## src/rtl/sifive_datatap_pkg.sv

```systemverilog
// Shared types for the data-tap sink: record layout, serializer states, header fields.
// Optional DATATAP_SINK_TIMESTAMP_EN adds a 16-bit capture timestamp to each record.
package sifive_datatap_pkg;

    localparam int unsigned DROP_MAX      = 7;
    localparam int unsigned HDR_SEQ_LSB   = 0;
    localparam int unsigned HDR_DROPS_LSB = 8;
    localparam int unsigned HDR_OVF_BIT   = 11;
    localparam int unsigned HDR_FLAGS_LSB = 12;

    typedef struct packed {
        logic [3:0]  flags;
        logic [31:0] data;
        logic [7:0]  seq;
        logic        ovf;
        logic [2:0]  drops;
`ifdef DATATAP_SINK_TIMESTAMP_EN
        logic [15:0] ts;
`endif
    } rec_t;

    localparam int unsigned REC_W = $bits(rec_t);

    typedef enum logic [2:0] {
        IDLE,
        HDR,
        DLO,
        DHI,
        TS
    } beat_state_e;

    function automatic logic [15:0] make_hdr(input rec_t r);
        logic [15:0] h;
        h = '0;
        h[HDR_FLAGS_LSB +: 4] = r.flags;
        h[HDR_OVF_BIT]        = r.ovf;
        h[HDR_DROPS_LSB +: 3] = r.drops;
        h[HDR_SEQ_LSB +: 8]   = r.seq;
        return h;
    endfunction

endpackage

```

## src/rtl/sifive_datatap_sink_fifo.sv

```systemverilog
// Synchronous record FIFO for the data-tap sink; push while full is accepted only with a pop.
// Record width follows DATATAP_SINK_TIMESTAMP_EN through the package struct.
module sifive_datatap_sink_fifo
    import sifive_datatap_pkg::*;
#(
    parameter int unsigned DEPTH = 4
) (
    input  logic                     clock,
    input  logic                     reset,
    input  logic                     push,
    input  logic                     pop,
    input  rec_t                     wdata,
    output rec_t                     rdata,
    output logic                     full,
    output logic                     empty,
    output logic [$clog2(DEPTH):0]   level
);

    localparam int unsigned AW = $clog2(DEPTH);

    rec_t           mem [DEPTH];
    logic [AW-1:0]  wr_ptr;
    logic [AW-1:0]  rd_ptr;
    logic [AW:0]    count;
    logic           do_push;
    logic           do_pop;

    assign empty   = (count == '0);
    assign full    = (count == (AW+1)'(DEPTH));
    assign do_pop  = pop && !empty;
    assign do_push = push && (!full || do_pop);
    assign rdata   = mem[rd_ptr];
    assign level   = count;

    always_ff @(posedge clock) begin
        if (do_push) begin
            mem[wr_ptr] <= wdata;
        end
    end

    always_ff @(posedge clock) begin
        if (reset) begin
            wr_ptr <= '0;
            rd_ptr <= '0;
            count  <= '0;
        end else begin
            if (do_push) begin
                wr_ptr <= wr_ptr + 1'b1;
            end
            if (do_pop) begin
                rd_ptr <= rd_ptr + 1'b1;
            end
            count <= count + {{AW{1'b0}}, do_push} - {{AW{1'b0}}, do_pop};
        end
    end

endmodule

```

## src/rtl/sifive_datatap_sink.sv

```systemverilog
// Data-tap sink top: captures tap samples, accounts drops in-band, serializes 16-bit beats.
// DATATAP_SINK_TIMESTAMP_EN adds a free-running cycle stamp emitted as a fourth TS beat.
module sifive_datatap_sink
    import sifive_datatap_pkg::*;
#(
    parameter int unsigned DEPTH = 4
) (
    input  logic                     clock,
    input  logic                     reset,
    input  logic                     enable,
    input  logic                     tap_valid,
    input  logic [31:0]              tap_data,
    input  logic [3:0]               tap_flags,
    output logic                     out_valid,
    input  logic                     out_ready,
    output logic [15:0]              out_data,
    output logic                     out_last,
    output logic [$clog2(DEPTH):0]   fifo_level
);

    localparam int unsigned LVL_W = $clog2(DEPTH) + 1;
`ifdef DATATAP_SINK_TIMESTAMP_EN
    localparam beat_state_e LAST_ST = TS;
`else
    localparam beat_state_e LAST_ST = DHI;
`endif

    beat_state_e state;
    beat_state_e state_nxt;

    rec_t        new_rec;
    rec_t        head;
    logic        full;
    logic        empty;
    logic        beat_hs;
    logic        pop;
    logic        want;
    logic        push;
    logic        drop;
    logic        more;
    logic [7:0]  seq;
    logic [2:0]  drop_cnt;
    logic        ovf_pend;
`ifdef DATATAP_SINK_TIMESTAMP_EN
    logic [15:0] ts_cnt;
`endif

    assign beat_hs = (state != IDLE) && out_ready;
    assign pop     = beat_hs && (state == LAST_ST);
    assign want    = enable && tap_valid;
    assign push    = want && (!full || pop);
    assign drop    = want && !push;
    // A push landing on the final handshake keeps the next HDR bubble-free.
    assign more    = (fifo_level > LVL_W'(1)) || push;

    always_comb begin
        new_rec       = '0;
        new_rec.flags = tap_flags;
        new_rec.data  = tap_data;
        new_rec.seq   = seq;
        new_rec.ovf   = ovf_pend;
        new_rec.drops = drop_cnt;
`ifdef DATATAP_SINK_TIMESTAMP_EN
        new_rec.ts    = ts_cnt;
`endif
    end

    sifive_datatap_sink_fifo #(
        .DEPTH (DEPTH)
    ) u_fifo (
        .clock (clock),
        .reset (reset),
        .push  (push),
        .pop   (pop),
        .wdata (new_rec),
        .rdata (head),
        .full  (full),
        .empty (empty),
        .level (fifo_level)
    );

    always_ff @(posedge clock) begin
        if (reset) begin
            seq <= '0;
        end else if (push) begin
            seq <= seq + 8'd1;
        end
    end

    // Drop accounting is handed to the next pushed record, then restarts from zero.
    always_ff @(posedge clock) begin
        if (reset) begin
            drop_cnt <= '0;
            ovf_pend <= 1'b0;
        end else if (drop) begin
            if (push) begin
                drop_cnt <= 3'd1;
            end else if (drop_cnt != 3'(DROP_MAX)) begin
                drop_cnt <= drop_cnt + 3'd1;
            end
            ovf_pend <= 1'b1;
        end else if (push) begin
            drop_cnt <= '0;
            ovf_pend <= 1'b0;
        end
    end

`ifdef DATATAP_SINK_TIMESTAMP_EN
    always_ff @(posedge clock) begin
        if (reset) begin
            ts_cnt <= '0;
        end else begin
            ts_cnt <= ts_cnt + 16'd1;
        end
    end
`endif

    always_ff @(posedge clock) begin
        if (reset) begin
            state <= IDLE;
        end else begin
            state <= state_nxt;
        end
    end

    always_comb begin
        state_nxt = state;
        out_valid = 1'b0;
        out_last  = 1'b0;
        out_data  = '0;
        case (state)
            IDLE: begin
                if (!empty) begin
                    state_nxt = HDR;
                end
            end
            HDR: begin
                out_valid = 1'b1;
                out_data  = make_hdr(head);
                if (out_ready) begin
                    state_nxt = DLO;
                end
            end
            DLO: begin
                out_valid = 1'b1;
                out_data  = head.data[15:0];
                if (out_ready) begin
                    state_nxt = DHI;
                end
            end
            DHI: begin
                out_valid = 1'b1;
                out_data  = head.data[31:16];
`ifdef DATATAP_SINK_TIMESTAMP_EN
                if (out_ready) begin
                    state_nxt = TS;
                end
`else
                out_last = 1'b1;
                if (out_ready) begin
                    state_nxt = more ? HDR : IDLE;
                end
`endif
            end
            TS: begin
`ifdef DATATAP_SINK_TIMESTAMP_EN
                out_valid = 1'b1;
                out_last  = 1'b1;
                out_data  = head.ts;
                if (out_ready) begin
                    state_nxt = more ? HDR : IDLE;
                end
`else
                state_nxt = IDLE;
`endif
            end
            default: begin
                state_nxt = IDLE;
            end
        endcase
    end

endmodule

```

## config.mk

```make
export PLATFORM = sky130hd
export DESIGN_NAME = sifive_datatap_sink
export DESIGN_NICKNAME = d
export VERILOG_FILES = /design/src/rtl/sifive_datatap_pkg.sv /design/src/rtl/sifive_datatap_sink_fifo.sv /design/src/rtl/sifive_datatap_sink.sv
export SDC_FILE = /design/constraint.sdc
export NUM_CORES = 1
export LEC_CHECK = 0
export CAP_MARGIN = 20
export CELL_PAD_IN_SITES_DETAIL_PLACEMENT = 1
export CELL_PAD_IN_SITES_GLOBAL_PLACEMENT = 1
export CORE_MARGIN = 1
export CORE_UTILIZATION = 30
export DETAILED_ROUTE_END_ITERATION = 8
export HOLD_SLACK_MARGIN = 0.05
export PLACE_DENSITY_LB_ADDON = 0.05
export SETUP_SLACK_MARGIN = 0.05
export SYNTH_ARGS = -nofsm -noshare
export SYNTH_HDL_FRONTEND = slang
export SYNTH_SLANG_ARGS = --single-unit
```

## constraint.sdc

```tcl
create_clock -name clock -period 5.24 [get_ports clock]
set_input_delay 0.524 -clock clock [delete_from_list [all_inputs] [get_ports clock]]
set_output_delay 0.524 -clock clock [all_outputs]
set_load 0.02 [all_outputs]
```

==> results of run 1 <==
==> through the flow <==
stage	instance area (um2)	cells	utilization [%]
CTS	10300	962	37.1
floorplan	8510	495	-
global placement	9550	918	34.3
finish	10300	962	37.1
detailed placement	9550	918	34.3
global route	10300	962	37.1
==> registers in the layout (all words and copies together), names as in the netlist, named ones only <==
name / flops
u_fifo.rd_ptr: 2
state: 2
drop_cnt: 3
seq: 8
u_fifo.mem: 192
ovf_pend: 1
u_fifo.wr_ptr: 2
u_fifo.level: 3
==> worst max-delay path: cells and delay by family (launching register included) <==
family | cells | cell delay (ns)
buffers and inverters | 2 | 0.99
flip-flops | 1 | 0.98
AND/OR/NAND/NOR | 1 | 0.07
multiplexers | 1 | 0.24
AO/OA/AOI/OAI | 2 | 0.39
==> metal layers <==
| metal | GRT usage [%] | up-vias | part of all wire (%) | routed length (um) |
|---|---|---|---|---|
| met4 | 4.58 | 0 | 2.2 | 447 |
| li1 | - | 2094 | - | - |
| met2 | 24.2 | 94 | 48 | 9670 |
| met5 | 0 | - | 0 | 0 |
| met1 | 18.7 | 2265 | 45 | 8980 |
| met3 | 2.51 | 32 | 4.3 | 861 |
==> power by group through the flow <==
stage               clock (uW)  combinational [uW]  sequential (uW)
floorplan                    0                 260             1970
global placement             0                 482             1970
detailed placement           0                 482             1980
CTS                       1740                 484             1940
global route              1800                 514             1950
finish                    1680                 468             1940
==> cell usage in the layout (no fill, tap or decap), types with 2 or more instances in the layout <==
master           netlist  layout
ha_1                  14      14
clkbuf_1               8       4
inv_1                 12      12
a22oi_1                2       2
a211oi_1              20      20
xnor2_1                8       8
a2111oi_0              2       2
dfxtp_1               23      22
mux4_2                16      16
clkinv_1               0       5
clkdlybuf4s50_1        0      61
mux2i_1               68      68
nand2b_1               2       2
bufinv_16              0       2
nor2_1                39      39
nor3_1                 2       2
buf_4                  1       7
nand2_1                8       8
clkbuf_8               0       2
xor2_1                 2       2
edfxtp_1             192     192
clkbuf_16              0      25
a21oi_1                2       2
clkinv_2               0       3
and2_4                 0       4
nand3_1                2       2
nand4_1                4       4
o22ai_1               32      32
clkinvlp_4             0       2
==> final timing paths <==
| path | from | slack, ns | endpoint | cells past startpoint |
|---|---|---|---|---|
| setup / recovery | flip-flop | 1.46 | out_data[14] | 6 |
| hold / removal | u_fifo.rd_ptr[1]$_SDFFE_PP0P_ | 0.51 | flip-flop | 2 |
| setup reg to reg | state[0]$_SDFFE_PP0P_ | 2.41 | u_fifo.mem[1][27]$_DFFE_PP_ | 7 |
| hold reg to reg | u_fifo.rd_ptr[1]$_SDFFE_PP0P_ | 0.51 | flip-flop | 2 |
==> cells by family (layout without fill, tap and decap cells) <==
family / after synthesis / count (layout) / synth area share (%)
xor gates and xnor gates: 10 / 10 / 1.03
AOI/OAI and AO/OA: 65 / 65 / 5.27
adders and majority gates: 15 / 15 / 2.29
buffers and inverters: 36 / 125 / 1.84
DFF: 215 / 215 / 73.2
and+or+nand+nor: 70 / 70 / 4.15
muxes: 84 / 84 / 12.2
==> layout make-up <==
type                    count  area [um2]
fillers                  2785       17500
repair buffers             68         663
clock inverters            13         129
multi-input cells         244        2130
well taps                 378         473
flip-flops and latches    215        6230
clock buffers              31         668
inverters                  13        48.8
==> synthesized netlist by cell type (all sizes together) <==
cell type | n | area share [%]
or4 | 1 | 0.088
or2b | 1 | 0.088
inv | 13 | 0.57
and2b | 1 | 0.10
nor4b | 1 | 0.10
a2111oi | 2 | 0.21
xnor2 | 8 | 0.82
mux2i | 68 | 8.0
nand4 | 4 | 0.29
nand3b | 1 | 0.24
o21ai | 1 | 0.059
a21oi | 2 | 0.12
and3b | 1 | 0.10
buf | 15 | 0.91
a22oi | 2 | 0.18
o22ai | 32 | 2.4
a211oi | 20 | 1.8
and2 | 4 | 0.29
ha | 14 | 2.1
nor3b | 1 | 0.22
nand2 | 8 | 0.35
o31ai | 1 | 0.088
mux4 | 16 | 4.2
a31o | 1 | 0.10
nor2 | 39 | 1.7
nor3 | 2 | 0.12
edfxtp | 192 | 68
nor2b | 1 | 0.074
xor2 | 2 | 0.21
dfxtp | 23 | 5.4
o22a | 1 | 0.10
a21o | 2 | 0.19
or3 | 1 | 0.088
clkbuf | 8 | 0.35
a311oi | 1 | 0.10
fa | 1 | 0.24
nand3 | 2 | 0.12
nand2b | 2 | 0.15
==> metrics, run 1 <==
DRT antenna net count 0; worst path required time 4.72 ns; Cell Chain, Critical Path buf_4 -> mux2i_1 -> o22ai_1 -> a211oi_1 -> nor2_1 -> clkdlybuf4s50_1; Switching Share 24.2%; final worst-path cycle share 72.1%; crit end category output port; initial antenna violation count 0; grt ovf 0; ant diodes 0; Post-DP HPWL 11600 um; max_slew headroom 35.3%; area of the die 0.0290 mm2; CTS tree built; Crit path largest cell delay 0.98 ns; Post-route DRC 0; core box area 0.0279 mm2; peak supply drop 0.196 mV; Worst-Margin Slew 0.970 ns; clk root buf clkbuf_16; drt first pass iters 4; clk_lat worst skew 0.53 ns; Yosys warnings 0; Setup Fix Bufs, Post-CTS 0; CP max stage cell dfxtp_4; Num CTS Buffers 25; Die Y-Extent 170 um; Final min period 3.78 ns; Port-buffer cells 61; register bit total from synthesis 215; Mapped Avg Cell Area 17.2 um2; overall routed net length 20000 um; H-Tree Depth 1; Syn Nets 551; Min-Delay Path Class reg2reg; final worst slack 1.46 ns; DRT iter0 DRCs 175; clock skew 0.00928 ns; first-pass GRT wire length 30500 um; CTS clock-pin slew for the worst setup and hold paths 0.06 ns; wire per inst 20.7 um; GRT Overall Usage 14.3%; post-cts repair resize count 0; Internal 3100 uW; NetSw 988 uW; die width 170 um; nets 623; Mapped Area 0.00851 mm2; WHS 0.509 ns; Combinational Power Share 11.4%; dpl ws 1.94 ns; clock tree buffer depth 3; maximum number of pins on one net before global-route repair 53; RePlAce Congestion 0.687; Max Slew Vio Count 0; Pleak 0.00318 uW; RSZ-0062 raised after global routing no; Clock Power Share 41.1%; Layout area overhead 21.6%; sequential area share after synthesis 73.2%; Max FO, Critical Path 52; post-synthesis cell count 495; hold_buf cts 0; Final Hold Fails 0; WS Path Type reg2out; starting density of the core 30.5%; status complete, no violations; achievable clock frequency 265 MHz; share of cells above drive strength 1 12.0%; vias in the first global route 4996; final setup fails 0; # rows 61; TritonCTS Sinks 215; Power, Total 4090 uW; Ports 62; Vias/cell 4.66; post-route setup TNS 0 ns; Arrival @ worst endpoint 3.25 ns; library cells used by synthesis 41; Max-Cap Viols 0; power per standard cell area 395 mW/mm2; CP Launch Type flip-flop; Via Count 4485; sequential share of power 47.4%
Power figures use the tool's default switching activity.
==> run 2, diff against run 1 <==
clock period = 3.5 ns   (was 5.24 ns; I/O delays follow)
==> metrics, run 2 (synthesis results as in run 1) <==
clk root buf clkbuf_16 (unchanged); # placed instances 930 (was 918); ant diodes 0 (unchanged); WHS 0.457 ns (was 0.509 ns); WS Path Type reg2out (unchanged); Internal 4620 uW (was 3100 uW); Setup Fix Bufs, Post-CTS 0 (unchanged); reg2reg start state[0]$_SDFFE_PP0P_ (unchanged); Largest regs u_fifo.mem (192), seq (8) (unchanged); Combinational Power Share 12.0% (was 11.4%); vias in the first global route 5039 (was 4996); RSZ-0062 raised after global routing no (unchanged); status complete, no violations (unchanged); dpl cell area 0.00966 mm2 (was 0.00955 mm2); WHS Path Cells 1 (was 2); GRT Overall Usage 14.7% (was 14.3%); max reg flops 192 (unchanged); peak supply drop 0.296 mV (was 0.196 mV); post-layout util 37.4% (was 37.1%); CTS tree built (unchanged); TritonCTS Sinks 215 (unchanged); H-Tree Depth 1 (unchanged); grt ovf 0 (unchanged); Final Hold Fails 0 (unchanged); crit end category output port (unchanged); sequential share of power 47.9% (was 47.4%); clock skew 0.0156 ns (was 0.00928 ns); Final min period 3.18 ns; Vias/cell 4.67 (was 4.66); Crit path largest cell delay 0.66 ns (was 0.98 ns); Max-Cap Viols 0 (unchanged); Top reg by flops u_fifo.mem (unchanged); post-route setup TNS 0 ns (unchanged); Port-buffer cells 61 (unchanged); overall routed net length 20500 um (was 20000 um); R2R depth 8 (was 7); final worst-path cycle share 90.9%; Die Y-Extent 170 um (unchanged); most frequent cells in the layout edfxtp_1 (192), mux2i_1 (68), clkdlybuf4s50_1 (61) (unchanged); core box area 0.0279 mm2 (unchanged); starting density of the core 30.5% (unchanged); Num CTS Buffers 25 (unchanged); max_slew headroom 34.5% (was 35.3%); drt first pass iters 4 (unchanged); maximum number of pins on one net before global-route repair 32 (was 53); CTS clock-pin slew for the worst setup and hold paths 0.06 ns (about the same); Post-route DRC 0 (unchanged); nets 635 (was 623); Layout area overhead 22.6% (was 21.6%); Design Area, Final 0.0104 mm2 (was 0.0103 mm2); Min-Delay Path Class in2reg (was reg2reg); DRT iter0 DRCs 175 (unchanged); clk_lat worst skew 0.52 ns (was 0.53 ns); DRT antenna net count 0 (unchanged); power per standard cell area 581 mW/mm2 (was 395 mW/mm2); most common cell after layout, fill and taps aside edfxtp_1 (unchanged); Via Count 4552 (was 4485); Worst-Margin Slew 0.979 ns (was 0.970 ns); final setup fails 0 (unchanged); CP max stage cell clkdlybuf4s50_1 (was dfxtp_4); Ports 62 (unchanged); achievable clock frequency 314 MHz; area of the die 0.0290 mm2 (unchanged); first-pass GRT wire length 31000 um (was 30500 um); Pleak 0.00323 uW (was 0.00318 uW); hold_buf cts 0 (unchanged); Max Slew Vio Count 0 (unchanged); wire per inst 21.0 um (was 20.7 um); hold_sp tap_data[17] (was u_fifo.rd_ptr[1]$_SDFFE_PP0P_); Switching Share 23.8% (was 24.2%); Arrival @ worst endpoint 2.83 ns (was 3.25 ns); Cell Chain, Critical Path inv_1 -> ha_2 -> nand2_2 -> o22ai_1 -> a211oi_1 -> nor2_1 -> clkdlybuf4s50_1 (was buf_4 -> mux2i_1 -> o22ai_1 -> a211oi_1 -> nor2_1 -> clkdlybuf4s50_1); Clock Power Share 40.1% (was 41.1%); CP Launch Point state[1]$_SDFFE_PP0P_; clock tree buffer depth 3 (unchanged); # fillers 2794 (was 2785); RePlAce Congestion 0.673 (was 0.687); initial antenna violation count 0 (unchanged); # rows 61 (unchanged); non-filler cells, final 974 (was 962); Max FO, Critical Path 12 (was 52); worst path required time 3.15 ns (was 4.72 ns); CP Launch Type flip-flop (unchanged); share of cells above drive strength 1 13.9% (was 12.0%); die width 170 um (unchanged); Post-DP HPWL 12900 um (was 11600 um); NetSw 1440 uW (was 988 uW)
-- run 2: metrics by stage --
stage | total power (uW) | setup WS [ns]
2_1_floorplan | 3340 | 0.626
3_3_place_gp | 3690 | 0.568
3_5_place_dp | 3700 | 0.498
4_1_cts | 6170 | 0.121
5_1_grt | 6310 | 0.169
6_report | 6060 | 0.317
-- run 2: power by group through the flow --
stage	registers [uW]	logic, uW	clock network, uW
2_1_floorplan	2950	390	0
3_3_place_gp	2950	741	0
3_5_place_dp	2960	744	0
4_1_cts	2900	750	2520
5_1_grt	2910	801	2600
6_report	2900	729	2430
-- run 2: cell type report --
type                    instances  area (um2)  share of cell area, %
clock inverters                10         103                  0.984
multi-input cells             244        2140                   20.5
inverters                      13        48.8                  0.468
repair buffers                 80         778                   7.46
well taps                     378         473                   4.53
clock buffers                  34         659                   6.32
flip-flops and latches        215        6230                   59.7
-- run 2: final timing paths --
check | slack [ns] | endpoint
max | 0.32 | out_data[4]
min | 0.46 | u_fifo.mem[3][29]$_DFFE_PP_
max reg2reg | 0.86 | u_fifo.mem[3][24]$_DFFE_PP_
min reg2reg | 0.50 | u_fifo.rd_ptr[1]$_SDFFE_PP0P_
-- run 2: worst max-delay path, delay by kind of cell, from the launching register on --
kind | cells | cell delay [ns]
AO/OA/AOI/OAI | 2 | 0.33
adder cells (fa/ha/maj) | 1 | 0.35
buffers and inverters | 2 | 0.77
flip-flops | 1 | 0.34
AND/OR/NAND/NOR | 2 | 0.52
-- run 2: per-layer routing --
| layer | up-vias | global-route usage, % | share of wire [%] |
|---|---|---|---|
| li1 | 2115 | - | - |
| met3 | 33 | 2.37 | 3.1 |
| met1 | 2338 | 18.0 | 44 |
| met5 | - | 0 | 0 |
| met4 | 0 | 4.27 | 2.6 |
| met2 | 66 | 26.5 | 51 |
-- run 2: what timing repair did --
item                                    4_1_cts  5_1_grt
cloned                                        0        0
pin swaps                                     0        0
gates resized for setup                       3        1
endpoints found under the setup margin       12        2
